### config.mk
export PLATFORM = sky130hd
export DESIGN_NAME = vx_onehot_stream_arb
export DESIGN_NICKNAME = d
export VERILOG_FILES = /design/src/rtl/vx_onehot_stream_arb_pkg.sv /design/src/rtl/vx_onehot_stream_arb_mux.sv /design/src/rtl/vx_onehot_stream_arb.sv
export SDC_FILE = /design/constraint.sdc
export NUM_CORES = 1
export LEC_CHECK = 0
export CORE_MARGIN = 2
export CORE_UTILIZATION = 36
export CTS_BUF_LIST = sky130_fd_sc_hd__clkbuf_4
export CTS_CLUSTER_SIZE = 40
export DETAILED_ROUTE_END_ITERATION = 7
export GPL_ROUTABILITY_DRIVEN = 0
export PLACE_DENSITY = 0.9
export SLEW_MARGIN = 40
export SYNTH_ARGS = -nofsm -noshare
export SYNTH_HDL_FRONTEND = slang
export SYNTH_SLANG_ARGS = --single-unit
### constraint.sdc
create_clock -name clk -period 3.9 [get_ports clk]
set_input_delay 1.17 -clock clk [delete_from_list [all_inputs] [get_ports clk]]
set_output_delay 1.17 -clock clk [all_outputs]
set_load 0.01 [all_outputs]
### src/rtl/vx_onehot_stream_arb_pkg.sv
// Shared helpers for the one-hot round-robin stream arbiter: index sizing,
// one-hot to index conversion and the priority pointer reset value.
package vx_onehot_stream_arb_pkg;

   localparam int MAX_N      = 64;
   localparam int RESET_PRIO = 0;

   function automatic int idx_width(input int n);
      return (n > 1) ? $clog2(n) : 1;
   endfunction

   function automatic int onehot_to_idx(input logic [MAX_N-1:0] oh);
      int idx;
      idx = 0;
      for (int k = 0; k < MAX_N; k++) begin
         if (oh[k]) idx = k;
      end
      return idx;
   endfunction

endpackage

### src/rtl/vx_onehot_stream_arb_mux.sv
// One-hot payload steer: ORs together the payload slices whose select bit is set.
module vx_onehot_stream_arb_mux #(
   parameter int N     = 4,
   parameter int DATAW = 32
) (
   input  logic [N*DATAW-1:0] data_in,
   input  logic [N-1:0]       sel_in,
   output logic [DATAW-1:0]   data_out
);

   always_comb begin
      data_out = '0;
      for (int k = 0; k < N; k++) begin
         if (sel_in[k]) data_out = data_out | data_in[k*DATAW +: DATAW];
      end
   end

endmodule

### src/rtl/vx_onehot_stream_arb.sv
// N-input round-robin stream arbiter with one-hot grant, payload steer through
// the one-hot mux, and either a one-entry output register or a combinational path.
module vx_onehot_stream_arb
   import vx_onehot_stream_arb_pkg::*;
#(
   parameter int N       = 4,
   parameter int DATAW   = 32,
   parameter int OUT_BUF = 1,
   parameter int LOCK    = 1
) (
   input  logic               clk,
   input  logic               reset,
   input  logic [N-1:0]       valid_in,
   input  logic [N*DATAW-1:0] data_in,
   output logic [N-1:0]       ready_in,
   output logic               valid_out,
   output logic [DATAW-1:0]   data_out,
   output logic [N-1:0]       sel_out,
   input  logic               ready_out
);

   localparam int PW       = idx_width(N);
   localparam bit USE_LOCK = (OUT_BUF == 0) && (LOCK != 0);

   logic [PW-1:0]    ptr_q, ptr_d;
   logic             lock_q, lock_d;
   logic [N-1:0]     lgrant_q, lgrant_d;
   logic [N-1:0]     rr_grant, grant;
   logic [MAX_N-1:0] grant_ext;
   logic             stage_rdy, fire_in;
   logic [DATAW-1:0] mux_data;

   // Circular scan for the first requester at or after the priority pointer.
   always_comb begin
      logic          found;
      logic [PW-1:0] jj;
      found    = 1'b0;
      jj       = '0;
      rr_grant = '0;
      for (int k = 0; k < N; k++) begin
         jj = PW'((int'(ptr_q) + k) % N);
         if (valid_in[jj] && !found) begin
            rr_grant[jj] = 1'b1;
            found        = 1'b1;
         end
      end
   end

   assign grant    = (USE_LOCK && lock_q) ? lgrant_q : rr_grant;
   assign ready_in = reset ? '0 : (grant & {N{stage_rdy}});
   assign fire_in  = |(valid_in & ready_in);

   always_comb begin
      grant_ext         = '0;
      grant_ext[N-1:0]  = grant;
      ptr_d             = ptr_q;
      if (fire_in) ptr_d = PW'((onehot_to_idx(grant_ext) + 1) % N);
      lock_d            = USE_LOCK ? (valid_out & ~ready_out) : 1'b0;
      lgrant_d          = USE_LOCK ? grant : '0;
   end

   always_ff @(posedge clk) begin
      if (reset) begin
         ptr_q    <= PW'(RESET_PRIO);
         lock_q   <= 1'b0;
         lgrant_q <= '0;
      end else begin
         ptr_q    <= ptr_d;
         lock_q   <= lock_d;
         lgrant_q <= lgrant_d;
      end
   end

   vx_onehot_stream_arb_mux #(
      .N     (N),
      .DATAW (DATAW)
   ) u_mux (
      .data_in  (data_in),
      .sel_in   (grant),
      .data_out (mux_data)
   );

   if (OUT_BUF != 0) begin : g_buf
      logic             vout_q, vout_d;
      logic [DATAW-1:0] dout_q, dout_d;
      logic [N-1:0]     sel_q, sel_d;

      // Fill wins over drain so a beat can leave and enter in the same cycle.
      always_comb begin
         vout_d = vout_q;
         dout_d = dout_q;
         sel_d  = sel_q;
         if (fire_in) begin
            vout_d = 1'b1;
            dout_d = mux_data;
            sel_d  = grant;
         end else if (ready_out) begin
            vout_d = 1'b0;
         end
      end

      always_ff @(posedge clk) begin
         if (reset) begin
            vout_q <= 1'b0;
            dout_q <= '0;
            sel_q  <= '0;
         end else begin
            vout_q <= vout_d;
            dout_q <= dout_d;
            sel_q  <= sel_d;
         end
      end

      assign stage_rdy = ~vout_q | ready_out;
      assign valid_out = vout_q;
      assign data_out  = dout_q;
      assign sel_out   = sel_q;
   end else begin : g_comb
      assign stage_rdy = ready_out;
      assign valid_out = |valid_in;
      assign data_out  = mux_data;
      assign sel_out   = grant;
   end

   a_grant_oh: assert property (@(posedge clk) disable iff (reset) $onehot0(grant));
   a_ready_oh: assert property (@(posedge clk) disable iff (reset) $onehot0(ready_in));

   if (OUT_BUF != 0) begin : g_chk_buf
      a_buf_stall: assert property (@(posedge clk) disable iff (reset)
         (valid_out && !ready_out) |=> (valid_out && $stable(data_out) && $stable(sel_out)));
   end

   if (USE_LOCK) begin : g_chk_lock
      a_lock_stall: assert property (@(posedge clk) disable iff (reset)
         (valid_out && !ready_out) |=> (valid_out && $stable(sel_out)));
      // Upstream must keep the locked request up until it is accepted.
      a_lock_hold: assert property (@(posedge clk) disable iff (reset)
         lock_q |-> (|(valid_in & lgrant_q)));
   end

endmodule
# ---- Yosys cells after proc, flatten, opt, wreduce, memory -nomap -nowiden
# Cells that the tools add are included.
dict set report classes {
  mux 34
  n_reduce_logical 12
  addsub 4
  n_bitwise 10
  order_cmp 8
}
# op count
set op_table {}
lappend op_table {{32-bit two-way mux} 4}
lappend op_table {{32-bit OR} 3}
lappend op_table {{4-bit two-way mux} 5}
lappend op_table {{1-bit two-way mux} 14}
lappend op_table {{2-bit by 3-bit less-than comparator with 1-bit output, second input constant} 4}
lappend op_table {{4-bit OR} 3}
lappend op_table {{4-bit AND} 2}
lappend op_table {{1-bit binary-select mux with 2-bit select} 4}
lappend op_table {{1-bit demux with 2-bit select} 4}
lappend op_table {{2-bit by 1-bit greater-or-equal comparator with 1-bit output, second input constant} 4}
lappend op_table {{1-bit logical AND} 7}
lappend op_table {{2-bit adder, second input constant} 3}
lappend op_table {{2-bit two-way mux} 3}
lappend op_table {{4-bit OR reduction} 1}
lappend op_table {{1-bit logical NOT} 3}
lappend op_table {{2-bit by 1-bit adder with 2-bit output, second input constant} 1}
lappend op_table {{2-bit nonzero test} 1}
lappend op_table {{1-bit NOT} 1}
lappend op_table {{1-bit OR} 1}
dict set report word_totals {
  register_bits 39
  input_bits 135
  output_inout_bits 41
}

# ---- Logic depth before layout (Yosys ltp)
# Gate-level depths: netlist of run 1.
dict set report depth {
  ltp_word 19
  mapped_depth 11
  mapped_depth_nobuf 8
}

# ---- Modules after synthesis
# A second synthesis of run 1 with hierarchy kept.
dict set report hier_totals {
  hier_cells 428
  area_unflattened_um2 3314.4
}
# mod area_each_um2 seq_area_each_um2 n_inst cells_per_inst
set modules_own_cells {}
lappend modules_own_cells {vx_onehot_stream_arb 2616.3 780.7 1 320}
lappend modules_own_cells {vx_onehot_stream_arb_mux 698.2 0.0 1 108}

# ---- Worst setup path before layout of run 1
# Ideal clock, no wire load.
dict set report synth_timing {
  kind {input-to-output}
  startpoint {input valid_in[3]}
  endpoint {output ready_in[0]}
  setup_slack_ns -0.111
  required_ns 2.730
  arrival_ns 2.841
  path_stages 6
  cell_sequence {mux4_2 -> nor4b_2 -> nand2_1 -> clkbuf_1 -> clkbuf_1 -> a21oi_1}
}
dict set report synth_via {
  elab_chain_cells 14
}
# element line
set synth_rtl {}
lappend synth_rtl {{from (decl)} vx_onehot_stream_arb.sv:13} ;# input logic [N-1:0] valid_in,
lappend synth_rtl {{1-bit binary-select mux with 2-bit select} vx_onehot_stream_arb.sv:42} ;# if (valid_in[jj] && !found) begin
lappend synth_rtl {{1-bit two-way mux (not written as such)} vx_onehot_stream_arb.sv:42}
lappend synth_rtl {{1-bit two-way mux} vx_onehot_stream_arb.sv:42}
lappend synth_rtl {{1-bit logical NOT} vx_onehot_stream_arb.sv:42}
lappend synth_rtl {{1-bit logical AND} vx_onehot_stream_arb.sv:42}
lappend synth_rtl {{1-bit two-way mux} vx_onehot_stream_arb.sv:42}
lappend synth_rtl {{1-bit logical NOT} vx_onehot_stream_arb.sv:42}
lappend synth_rtl {{1-bit logical AND} vx_onehot_stream_arb.sv:42}
lappend synth_rtl {{1-bit two-way mux} vx_onehot_stream_arb.sv:42}
lappend synth_rtl {{1-bit logical NOT} vx_onehot_stream_arb.sv:42}
lappend synth_rtl {{1-bit logical AND} vx_onehot_stream_arb.sv:42}
lappend synth_rtl {{4-bit two-way mux (*)} vx_onehot_stream_arb.sv:42}
lappend synth_rtl {{4-bit AND (*)} vx_onehot_stream_arb.sv:50} ;# assign ready_in = reset ? '0 : (grant & {N{stage_rdy}});
lappend synth_rtl {{4-bit two-way mux (*)} vx_onehot_stream_arb.sv:50}
lappend synth_rtl {{to (decl)} vx_onehot_stream_arb.sv:15} ;# output logic [N-1:0] ready_in,
# Mark *: on every way between the ends. The rest lies on a longest branch, timed or not. The select of a mux whose other input is x is not followed.

# ---- Worst setup path in the final report of run 1
dict set report layout_timing {
  startpoint {input valid_in[2]}
  endpoint {output ready_in[2]}
}
# Same word-level chain as after synthesis.

==> run metrics, run 1 <==
Worst path max stage delay 0.54 ns; area post-placement roughly 5000 sq um; Final min period 3.99 ns; Clock Pin Slew Worst Setup and Hold Paths 0.11 ns; initial antenna violation count 0; cts hold-fix bufs 0; Total Wirelength 11,300 um; Cell Rows 33; Max Fanout on Critical Path 5; Slew @ Worst Pin 0.719 ns; Post-synth EDFFs 0; largest cells by area after synthesis dfxtp_1, a21boi_0, mux2i_1; P_leak 2.08 nW; count of state elements after synthesis 39; largest net degree at the start of global routing 40; Inst Count DP 603; wire per inst 18.2 um; CP max-delay cell mux4_2; TNS Setup -0.140 ns; skew final 0.0120 ns; Yosys top cell by area dfxtp_1; power per cell area 578 nW/um^2; RSZ-0062 raised after global routing yes; ANT cells 0; Synth top cells by count a21boi_0, dfxtp_1, nand2b_1, mux2i_1, a2111oi_0; crit path DAT 2.82 ns; synth warn 0; synthesized cell area 3000 sq um; Fin. Hold Viols 0; setup ws final -0.0865 ns; top-count cell post-synth a21boi_0; failing checks negative setup slack; die area 9080 sq um; Syn Inst Count 324; die span in y 95.3 um; worst hold path class flip-flop to flip-flop; post-synthesis sequential area ratio 26.0%; status finished with violations; count of pins over their slew limit 0; Avg Synthesized Cell Area 9.26 sq um; Synth top area share 26.0%; Register Area roughly 780 sq um; Yosys cell types 25; Peak Freq 0.251 GHz; routed vias/inst roughly 5.4; Placeable Area 8130 sq um; VDD IR max 0.000222 V; DRC violations left 0; num ports between 150 and 200; CTS tree done; H-tree Lvls 2; PortBufs 175; Clock Latency Late Sink 0.33 ns; gr ovfl total 0; Initial Util 36.9%; Top FF cell, synth dfxtp_1; first-pass GRT wire length between 15,000 and 20,000 um; critical path type input pin to output port; max-cap viol count 0; Final Cycle Share 102%; final std cells w/o fill 619; dpl hpwl 8190 um; share of layout cells above drive strength 1 14.4%; via count of the first global-routing pass 3,576; Final ANT Viol Nets 0; total power 2.97 mW; Die Wd approximately 95 um; First-pass DRT Iterations 4; critical path required time roughly 2.7 ns; Final setup viols 2; Rel. slew slack 50.8%; Worst setup EP type output port; post-synthesis async set-or-reset flop share 0%; number of CTS-inserted buffers 5; # nets final 655; Worst Setup Start Kind input pin; Max clock buf depth 2; gr usage total 24.4%; syn_nets approximately 470; Initial DRC Count 78; Sink Count 39; post-layout instance area 5140 sq um; cells along the critical path buf_8 -> mux4_2 -> nor4b_4 -> buf_4 -> nand2_2 -> and2_4 -> nor2_1 -> buf_2; area grow syn2layout 71.4%; fillers 664; DR vias 3,373; Root Buffer clkbuf_4; Multi-input gate area approximately 2100 sq um
-- final cells by class --
class,instances,share of cell area (%)
tap,105,2.55
timing repair buffer,212,39.7
multi-input combinational,252,41.2
inverter,3,0.219
clock inverter,2,0.243
clock buffer,6,0.875
sequential,39,15.2
-- stage by stage --
stage | utilization, % | setup WS, ns | hold slack (ns)
floorplan | - | 0.00890 | 0.496
global placement | 61.6 | -0.765 | 0.460
detailed placement | 61.6 | -0.822 | 0.468
CTS | 62.7 | 0.00552 | 0.486
global route | 63.3 | -0.158 | 0.509
finish | 63.3 | -0.0865 | 0.483
-- power by group --
group | total (mW) | internal, mW | leakage, nW | switching (mW)
Sequential | 0.640 | 0.562 | 0.324 | 0.0780
Combinational | 2.13 | 1.08 | 1.72 | 1.05
Clock | 0.207 | 0.0767 | 0.0317 | 0.130
-- critical path: cells and delay by family --
family	cells	cell delay, ns
buffers and inverters	3	0.42
multiplexers	1	0.54
AND/OR/NAND/NOR	4	0.67
-- cell usage in the layout (no fill, tap or decap), types with 2 or more instances in the layout --
cell / synthesis / final
a2111oi_0: 32 / 32
a21boi_0: 89 / 89
a21boi_1: 9 / 9
a21boi_2: 2 / 2
a21oi_1: 9 / 7
a21oi_2: 0 / 2
a2bb2oi_2: 3 / 4
and2_4: 0 / 2
buf_12: 0 / 2
buf_2: 2 / 4
buf_4: 2 / 35
buf_6: 2 / 3
clkbuf_4: 0 / 6
clkdlybuf4s50_1: 0 / 167
dfxtp_1: 39 / 39
ha_1: 7 / 7
inv_1: 3 / 3
mux2_1: 4 / 4
mux2i_1: 34 / 34
mux4_2: 4 / 4
nand2_1: 7 / 3
nand2_2: 0 / 3
nand2b_1: 36 / 36
nor2_1: 4 / 4
nor2b_1: 6 / 6
-- cell families after synthesis --
family,count (synthesis),synth area share [%]
compound gates,146,38.8
simple gates,57,11.5
mux,42,15.8
flops,39,26.0
buf+inv,33,4.96
fa+ha+maj,7,2.92
-- registers in the layout, summed over array words and instances, names as in the netlist --
register / cells
valid_out: 1
data_out: 32
sel_out: 4
ptr_q: 2
-- worst paths after layout --
check                from      endpoint  slack [ns]  cells after the start
max           valid_in[2]   ready_in[2]       -0.09                      8
min          data_out[16]  data_out[16]        0.48                      2
max reg2reg      ptr_q[1]   data_out[7]        0.56                     11
min reg2reg  data_out[16]  data_out[16]        0.48                      2
-- layer usage --
| metal | GRT usage [%] | up-vias | share of wire [%] |
|---|---|---|---|
| met5 | 0 | - | 0 |
| met4 | 9.66 | 0 | 2.3 |
| met3 | 5.38 | 22 | 6.5 |
| met2 | 44.5 | 146 | 53 |
| met1 | 27.4 | 1609 | 38 |
| li1 | - | 1596 | - |
-- repair_timing --
item / 4_1_cts / 5_1_grt
endpoints found under the setup margin: 41 / 4
gates cloned: 0 / 0
pin swaps: 3 / 2
resized for setup: 41 / 9
buffers inserted: 6 / 2
No activity file was read; power rests on OpenSTA's default activity.
==> run 2, diff against run 1 <==
Settings changed: SKIP_CTS_REPAIR_TIMING set to 1.
==> run metrics, run 2 (synthesis results as in run 1) <==
most frequent cells in the layout clkdlybuf4s50_1, a21boi_0, dfxtp_1, nand2b_1, mux2i_1; total power 3.01 mW (+1.3%); Initial DRC Count 90 (+15%); Initial Util 36.9% (unchanged); gr ovfl total 0 (unchanged); Total Wirelength 11,200 um (-0.23%); setup ws final -0.106 ns (-0.0199 ns); wire per inst 18.2 um (-0.23%); skew final 0.0124 ns (+0.000487 ns); Sink Count 39 (unchanged); Sw Share 42.5% (+0.17 points); via count of the first global-routing pass 3,562 (-0.39%); reg2reg start ptr_q[0]; hold slack final 0.484 ns (+0.000874 ns); failing checks negative setup slack; first-pass GRT wire length 17,100 um (-1.4%); final std cells w/o fill 619 (unchanged); share of layout cells above drive strength 1 14.4% (unchanged); CTS tree done; crit path DAT 2.84 ns (+0.02 ns); Fin. Hold Viols 0 (unchanged); Final min period 4.01 ns (+0.0199 ns); reg2reg path depth 13 (+2); routed vias/inst 5.47 (+0.30%); critical path type input pin to output port; max-cap viol count 0 (unchanged); Worst setup EP type output port; # nets final 655 (unchanged); Max Fanout on Critical Path 5 (unchanged); sequential share of power 21.2% (-0.3 points); RSZ-0062 raised after global routing yes; Slew @ Worst Pin 0.719 ns (+0.0000280 ns); count of pins over their slew limit 0 (unchanged); largest net degree at the start of global routing 40 (unchanged); gr usage total 24.0% (-0.40 points); ANT cells 0 (unchanged); initial antenna violation count 0 (unchanged); number of CTS-inserted buffers 5 (unchanged); Max clock buf depth 2 (unchanged); Worst Hold Launch data_out[16]; internal power 1.73 mW (+1.0%); area grow syn2layout 72.2%; num ports 176 (unchanged); Peak Freq 0.250 GHz (-0.50%); PortBufs 175 (unchanged); P_leak 2.08 nW (+0.15%); Cell Rows 33 (unchanged); DRC violations left 0 (unchanged); Final setup viols 3 (+1); flop2flop setup slack 0.37 ns (-0.19 ns); combinational share of power 71.9% (+0.4 points); hold depth 2 (unchanged); Inst Count DP 603 (unchanged); H-tree Lvls 2 (unchanged); Largest register FFs 32 (unchanged); dpl hpwl 8190 um (unchanged); critical path required time 2.73 ns (about the same); Die Wd 95.3 um (unchanged); Rel. slew slack 50.8% (about the same); Clock power frac 6.9% (about the same); worst reg2reg endpoint data_out[7]; VDD IR max 0.000240 V (+7.9%); Clock Latency Late Sink 0.33 ns (about the same); Worst Setup Start Kind input pin; First-pass DRT Iterations 4 (unchanged); Final Cycle Share 103% (+0.51 points); power per cell area 582 nW/um^2 (+0.80%); die area 9080 sq um (unchanged); Clock Pin Slew Worst Setup and Hold Paths 0.11 ns (about the same); Root Buffer clkbuf_4; worst hold path class flip-flop to flip-flop; most common cell after layout, fill and taps aside clkdlybuf4s50_1; Hold Path Sink data_out[16]; status finished with violations; Placeable Area 8130 sq um (unchanged); Final ANT Viol Nets 0 (unchanged); Net Switching 1.28 mW (+1.7%); DR vias 3,383 (+0.30%); die span in y 95.3 um (unchanged)
## run 2: cell types whose count changed in the layout (fill, tap and decap cells not counted)
cell / delta
a21oi_1: -2
a21oi_4: +2
buf_2: -2
buf_4: -2
buf_6: +2
clkbuf_2: +2
nand2_1: +2
nand2_2: -2
## run 2: worst max path at each step
| stage | from | to | slack [ns] | depth (start not counted) |
|---|---|---|---|---|
| 2_1_floorplan | valid_in[3] | ready_in[0] | 0.009 | 6 |
| 4_1_cts | valid_in[3] | ready_in[2] | -0.83 | 7 |
| 6_report | valid_in[2] | ready_in[1] | -0.11 | 9 |
| 3_3_place_gp | valid_in[3] | ready_in[3] | -0.77 | 7 |
| 5_1_grt | valid_in[2] | ready_in[1] | -0.16 | 9 |
| 3_5_place_dp | valid_in[3] | ready_in[2] | -0.82 | 7 |
## run 2: layout make-up
cell class | count | area, sq um
Clock inverter | 2 | 12.5
Clock buffer | 6 | 45.0
Sequential cell | 39 | 781
Fill cell | 671 | 2960
Tap cell | 105 | 131
Timing Repair Buffer | 212 | 2050
Inverter | 3 | 11.3
Multi-Input combinational cell | 252 | 2140
## run 2: worst max-delay path, stage by stage
cell and delay [ns]:
buf_8 0.10, mux4_2 0.55, buf_6 0.16, buf_4 0.15, a21oi_4 0.16, a2bb2oi_2 0.18, and2_4 0.17, nor2_1 0.04
buf_2 0.14
## run 2: per-layer routing
| layer | wire, um | track usage (%) | up-vias |
|---|---|---|---|
| met5 | 0 | 0 | - |
| met4 | 314 | 9.78 | 0 |
| met3 | 550 | 4.90 | 29 |
| met2 | 5900 | 43.7 | 132 |
| met1 | 4470 | 27.2 | 1625 |
| li1 | - | - | 1597 |
## run 2: stage by stage
stage	util, %	worst slack [ns]	setup TNS (ns)	cell area [sq um]
2_1_floorplan	-	0.00890	0	3020
3_3_place_gp	61.6	-0.765	-12.07	5010
3_5_place_dp	61.6	-0.822	-17.60	5010
4_1_cts	62.3	-0.834	-4.41	5070
5_1_grt	63.6	-0.161	-0.383	5170
6_report	63.6	-0.106	-0.201	5170
## run 2: power by group through the flow
stage | registers, mW | logic (mW) | clock network [mW]
CTS | 0.641 | 2.06 | 0.214
finish | 0.639 | 2.16 | 0.207
floorplan | 0.719 | 1.03 | 0
detailed placement | 0.649 | 2.05 | 0
global placement | 0.643 | 1.98 | 0
global route | 0.659 | 2.32 | 0.236
